===== src/rtl/eth_arb_pkg.sv =====
// rtl/eth_arb_pkg.sv - shared types and constants for the Ethernet TX packet arbiter
//
// Purpose: state encoding, arbitration mode constants and the saturating
// starvation-counter helper used by eth_tx_pkt_arbiter and eth_arb_grant.
// Ports: none (package).

package eth_arb_pkg;

  typedef enum logic [1:0] {
    ST_IDLE  = 2'd0,
    ST_PASS0 = 2'd1,
    ST_PASS1 = 2'd2
  } arb_state_t;

  localparam int ARB_RR   = 0;
  localparam int ARB_PRIO = 1;

  // STARVE_LIMIT tops out at 255, so 8 bits always hold the guard count.
  localparam int STARVE_W = 8;

  // Counter stops at the limit; the grant logic only ever compares for equality.
  function automatic logic [STARVE_W-1:0] sat_inc(input logic [STARVE_W-1:0] v,
                                                  input logic [STARVE_W-1:0] lim);
    return (v >= lim) ? lim : v + 1'b1;
  endfunction

endpackage


===== src/rtl/eth_arb_grant.sv =====
// rtl/eth_arb_grant.sv - combinational 2-port packet grant decision
//
// Purpose: picks the winning port when the arbiter leaves IDLE.
// Ports:
//   valid[1:0]   per-port tvalid (bit n = port n)
//   active_port  port granted last time
//   starve_cnt   consecutive port-1 grants while port 0 waited
//   grant        winning port (0 or 1); only meaningful when valid != 0

module eth_arb_grant
  import eth_arb_pkg::*;
#(
  parameter int MODE         = ARB_RR,
  parameter int STARVE_LIMIT = 4
) (
  input  logic [1:0]          valid,
  input  logic                active_port,
  input  logic [STARVE_W-1:0] starve_cnt,
  output logic                grant
);

  always_comb begin
    grant = 1'b0;
    if (valid == 2'b10) begin
      grant = 1'b1;
    end else if (valid == 2'b11) begin
      if (MODE == ARB_PRIO) begin
        // Port 1 wins until port 0 has been passed over STARVE_LIMIT times.
        grant = (starve_cnt != STARVE_W'(STARVE_LIMIT));
      end else begin
        grant = ~active_port;
      end
    end
  end

endmodule


===== src/rtl/eth_tx_pkt_arbiter.sv =====
// rtl/eth_tx_pkt_arbiter.sv - packet-granular 2:1 arbiter for the Ethernet IPv4 egress path
//
// Purpose: shares the TX framer between the host DMA stream (port 0) and the
// RFNoC CHDR stream (port 1) without interleaving packets.
// Ports:
//   bus_clk, bus_rst          clock, synchronous active-high reset
//   enable                    arbitration enable, sampled only in IDLE
//   in0_*, in1_*              source streams (tdata/tkeep/tlast/tvalid/tready)
//   out_*                     arbitrated stream to the framer
//   busy                      packet in progress
//   active_port               port last granted
//   pkt_cnt0, pkt_cnt1        wrapping completed-packet counters

module eth_tx_pkt_arbiter
  import eth_arb_pkg::*;
#(
  parameter int DWIDTH       = 64,
  parameter int MODE         = ARB_RR,
  parameter int STARVE_LIMIT = 4,
  parameter int CNT_W        = 32
) (
  input  logic                bus_clk,
  input  logic                bus_rst,
  input  logic                enable,
  input  logic [DWIDTH-1:0]   in0_tdata,
  input  logic [DWIDTH/8-1:0] in0_tkeep,
  input  logic                in0_tlast,
  input  logic                in0_tvalid,
  output logic                in0_tready,
  input  logic [DWIDTH-1:0]   in1_tdata,
  input  logic [DWIDTH/8-1:0] in1_tkeep,
  input  logic                in1_tlast,
  input  logic                in1_tvalid,
  output logic                in1_tready,
  output logic [DWIDTH-1:0]   out_tdata,
  output logic [DWIDTH/8-1:0] out_tkeep,
  output logic                out_tlast,
  output logic                out_tvalid,
  input  logic                out_tready,
  output logic                busy,
  output logic                active_port,
  output logic [CNT_W-1:0]    pkt_cnt0,
  output logic [CNT_W-1:0]    pkt_cnt1
);

  arb_state_t          r_state;
  arb_state_t          w_state_nxt;
  logic                r_active_port;
  logic [STARVE_W-1:0] r_starve_cnt;
  logic [CNT_W-1:0]    r_pkt_cnt0;
  logic [CNT_W-1:0]    r_pkt_cnt1;
  logic                w_req;
  logic                w_grant;
  logic                w_eop;

  assign w_req = enable & (in0_tvalid | in1_tvalid);

  eth_arb_grant #(
    .MODE         (MODE),
    .STARVE_LIMIT (STARVE_LIMIT)
  ) u_grant (
    .valid       ({in1_tvalid, in0_tvalid}),
    .active_port (r_active_port),
    .starve_cnt  (r_starve_cnt),
    .grant       (w_grant)
  );

  // Passthrough is purely combinational so a granted packet adds no per-beat latency.
  always_comb begin
    w_state_nxt = r_state;
    out_tdata   = '0;
    out_tkeep   = '0;
    out_tlast   = 1'b0;
    out_tvalid  = 1'b0;
    in0_tready  = 1'b0;
    in1_tready  = 1'b0;
    case (r_state)
      ST_IDLE: begin
        if (w_req) begin
          w_state_nxt = w_grant ? ST_PASS1 : ST_PASS0;
        end
      end
      ST_PASS0: begin
        out_tdata  = in0_tdata;
        out_tkeep  = in0_tkeep;
        out_tlast  = in0_tlast;
        out_tvalid = in0_tvalid;
        in0_tready = out_tready;
        if (in0_tvalid && out_tready && in0_tlast) begin
          w_state_nxt = ST_IDLE;
        end
      end
      ST_PASS1: begin
        out_tdata  = in1_tdata;
        out_tkeep  = in1_tkeep;
        out_tlast  = in1_tlast;
        out_tvalid = in1_tvalid;
        in1_tready = out_tready;
        if (in1_tvalid && out_tready && in1_tlast) begin
          w_state_nxt = ST_IDLE;
        end
      end
      default: begin
        w_state_nxt = ST_IDLE;
      end
    endcase
  end

  assign w_eop = out_tvalid & out_tready & out_tlast;

  always_ff @(posedge bus_clk) begin
    if (bus_rst) begin
      r_state       <= ST_IDLE;
      r_active_port <= 1'b1;
      r_starve_cnt  <= '0;
      r_pkt_cnt0    <= '0;
      r_pkt_cnt1    <= '0;
    end else begin
      r_state <= w_state_nxt;
      if (r_state == ST_IDLE && w_req) begin
        r_active_port <= w_grant;
        if (w_grant) begin
          // Only a port-1 win that actually bypassed a waiting port 0 counts.
          if (in0_tvalid) begin
            r_starve_cnt <= sat_inc(r_starve_cnt, STARVE_W'(STARVE_LIMIT));
          end
        end else begin
          r_starve_cnt <= '0;
        end
      end
      if (w_eop) begin
        if (r_state == ST_PASS0) begin
          r_pkt_cnt0 <= r_pkt_cnt0 + 1'b1;
        end else begin
          r_pkt_cnt1 <= r_pkt_cnt1 + 1'b1;
        end
      end
    end
  end

  assign busy        = (r_state != ST_IDLE);
  assign active_port = r_active_port;
  assign pkt_cnt0    = r_pkt_cnt0;
  assign pkt_cnt1    = r_pkt_cnt1;

endmodule


===== config.mk =====
export PLATFORM = sky130hd
export DESIGN_NAME = eth_tx_pkt_arbiter
export DESIGN_NICKNAME = d
export VERILOG_FILES = /design/src/rtl/eth_arb_pkg.sv /design/src/rtl/eth_arb_grant.sv /design/src/rtl/eth_tx_pkt_arbiter.sv
export SDC_FILE = /design/constraint.sdc
export NUM_CORES = 1
export LEC_CHECK = 0
export ABC_AREA = 1
export BUFFER_PORTS_ARGS = -buffer_cell sky130_fd_sc_hd__buf_4
export CAP_MARGIN = 0
export CELL_PAD_IN_SITES_DETAIL_PLACEMENT = 0
export CELL_PAD_IN_SITES_GLOBAL_PLACEMENT = 1
export CORE_ASPECT_RATIO = 1.2
export CORE_MARGIN = 10
export CORE_UTILIZATION = 30
export CTS_BUF_LIST = sky130_fd_sc_hd__clkbuf_4 sky130_fd_sc_hd__clkbuf_8
export DETAILED_ROUTE_END_ITERATION = 10
export GPL_ROUTABILITY_DRIVEN = 1
export PLACE_DENSITY_LB_ADDON = 0.1
export SLEW_MARGIN = 20
export SYNTH_ARGS = -nofsm -noshare
export SYNTH_HDL_FRONTEND = slang
export SYNTH_SLANG_ARGS = --single-unit
export TNS_END_PERCENT = 10

===== constraint.sdc =====
create_clock -name bus_clk -period 3.05 [get_ports bus_clk]
set_input_delay 0.61 -clock bus_clk [delete_from_list [all_inputs] [get_ports bus_clk]]
set_output_delay 0.61 -clock bus_clk [all_outputs]
set_load 0.02 [all_outputs]

==> impl_metrics.tcl <==
set metrics [dict create \
    status "finished, final reports clean" \
    cp.arrival_ps 1990 \
    critPathLaunchType "register" \
    reg2reg_setup_slack_ps 710 \
    dieArea_um2 21620 \
    synth.distinct_cells 27 \
    core_area_um2 15700 \
    fin_area_um2 7466 \
    slew_viol_final 0 \
    path_max_fanout 58 \
    end_kind "output port" \
    crit_path_max_incr_delay_ps 420 \
    dpl_cell_area_um2 7217 \
    finalCritPeriodShare 0.8540 \
    clockBufferDepth 2 \
    place_ws_ps 693.0 \
    first_pass_iters 5 \
    final_nets 1302 \
    cts_max_level 3 \
    synth_flop_cell "dfxtp_1" \
    p_leak_nw 3.213 \
    grt_start_max_net_pins 75 \
    worst_slack_ps 445.2 \
    wl_per_cell_um 16.79 \
    clock_latency_ps 360 \
    grt_pass1_vias 6210 \
    wl_um 22800 \
    die_x_um 135.9 \
    power_density_nw_per_um2 305.6 \
    crit_buf_inv 3 \
    hpwl_um 18510 \
    drive_gt1_frac 0.2826 \
    maxSlewHeadroom 0.5312 \
    post_cts_buffers 0 \
    fillers 1717 \
    cts_resized 0 \
    drc 0 \
    antenna_found_initial 0 \
    root_buffer "clkbuf_8" \
    hold_viol 0 \
    ant_nets 0 \
    cp_slowest_cell "ha_2" \
    overflow 0 \
    vdd.ir_drop.worst_v 0.0001523 \
    clock_skew_ps 10.18 \
    rsz0062_at_grt "no" \
    vias 6352 \
    first_iter_violations 396 \
    yosysWarningCount 0 \
    fmax_mhz 383.9 \
    avgSynthCellArea_um2 5.528 \
    critPathTopFamily "buffers and inverters" \
    die_h_um 159.1 \
    port_buffers 293 \
    area_growth_pct 54.35 \
    hold_buffers 0 \
    worstMarginPinSlew_ps 701.6 \
    finalSetupViolCount 0 \
    holdCritPathClass "reg -> reg" \
    seq_area_frac_synth 0.2773 \
    maxCapViolations 0 \
    cts.sinks 67 \
    grt_util_all_layers 0.2002 \
    postSynthCellCount 875 \
    gp_congestion 0.8755 \
    cts.clk_slew.worst_paths_ps 70 \
    diodes 0 \
    io_pins 294 \
    vias_per_cell 4.677 \
    fin_util 0.4755 \
    cts_tree "yes" \
    synthArstFlopShare 0 \
    crit_path_cell_trace "inv_1, ha_2, buf_12, nand2_1, a21oi_1, buf_4" \
    initial_core_util 0.3080 \
    cp.required_ps 2440 \
    netlist_area_um2 4837 \
    tns_ps 0 \
    grt_pass1_wl_um 34640 \
    path_class "reg -> out" \
    numCtsBuffers 9 \
    rows 50 \
    power_mw 2.282 \
    synth-seq-cells 67 \
    synth_fp_nets 1032 \
    synth_edf_count 0 \
    finalCriticalPeriod_ps 2605 \
]
synth_stat cells, types with 2 or more instances:
library cell / count / area share
ha_1: 5 / 0.013
dfxtp_1: 67 / 0.28
xor2_1: 3 / 0.0054
xnor2_1: 5 / 0.0091
clkbuf_1: 25 / 0.019
buf_2: 5 / 0.0052
a21oi_1: 101 / 0.10
nand2_1: 321 / 0.25
buf_1: 7 / 0.0054
o21ai_0: 16 / 0.017
nand2_2: 3 / 0.0039
o21bai_1: 3 / 0.0047
nor2_2: 3 / 0.0039
nor3_1: 13 / 0.013
nand4_1: 20 / 0.026
inv_1: 75 / 0.058
nand3_1: 58 / 0.060
nor2_1: 128 / 0.099
nor3b_1: 4 / 0.0062
nand3b_1: 5 / 0.0078
buf_4: 2 / 0.0031
layout by cell type (no fill, tap or decap), drive strengths merged, types with 4 or more instances in the layout:
master,synthesis,layout
nand3b,5,5
inv,76,77
nor3b,4,4
nand2,324,324
xnor2,5,5
nand3,58,58
clkbuf,25,10
a21oi,101,101
nand4,20,20
buf,14,298
nor2,131,131
ha,5,5
dfxtp,67,67
nor3,14,14
o21ai,17,17
worst paths after layout:
kind                                               from                        end  cells after the start
worst max register to register  r_state[0]$_SDFFE_PP0P_  pkt_cnt1[23]$_SDFFE_PP0P_                     12
worst min-delay path            r_state[0]$_SDFFE_PP0P_    r_state[0]$_SDFFE_PP0P_                      2
worst min register to register  r_state[0]$_SDFFE_PP0P_    r_state[0]$_SDFFE_PP0P_                      2
worst max-delay path            r_state[0]$_SDFFE_PP0P_              out_tdata[14]                      6
stage by stage:
stage                     std cells  hold slack [ps]
after floorplan                 875            456.9
after global placement         1342            475.9
after detailed placement       1342            481.5
after CTS                      1358            493.0
after global routing           1358            514.3
final                          1358            487.5
sequential cells by signal, summed over array words and instances, names as in the netlist:
| register | flops |
|---|---|
| r_state | 2 |
| pkt_cnt1 | 32 |
| pkt_cnt0 | 32 |
| active_port | 1 |
routing by layer:
| layer | global-route usage | share of wire | up-vias |
|---|---|---|---|
| met5 | 0 | 0 | - |
| met3 | 0.08039 | 0.095 | 24 |
| li1 | - | - | 3321 |
| met1 | 0.2001 | 0.36 | 2793 |
| met2 | 0.3679 | 0.52 | 214 |
| met4 | 0.05577 | 0.019 | 0 |
cell type report:
class / instances / area (um^2) / share of cell area
inverter: 77 / 290.3 / 0.03888
clock buffer: 10 / 137.6 / 0.01843
tap: 208 / 260.3 / 0.03486
sequential: 67 / 1341 / 0.1797
multi-input combinational: 692 / 3050 / 0.4086
clock inverter: 6 / 111.4 / 0.01492
timing repair buffer: 298 / 2275 / 0.3047
cell families (layout without fill, tap and decap cells):
kind of cell    count (synthesis)  in the layout  synth area share
simple gates                  557            557            0.4741
compound gates                122            122            0.1280
buf+inv                       116            391           0.09312
flops                          67             67            0.2773
xor+xnor                        8              8           0.01449
fa+ha+maj                       5              5           0.01293
power by group:
group	total (mW)	leakage, nW	internal (mW)	switching, mW
Combinational	0.449	2.55	0.209	0.240
Clock	0.952	0.123	0.567	0.385
Sequential	0.880	0.540	0.877	0.00321
Total	2.28	3.21	1.65	0.628
worst min-delay path, cell delays in order, from the launching register on:
cell     delay (ps)
dfxtp_1         330
nand2_1          70
a21oi_1          50
Power figures use the tool's default switching activity.
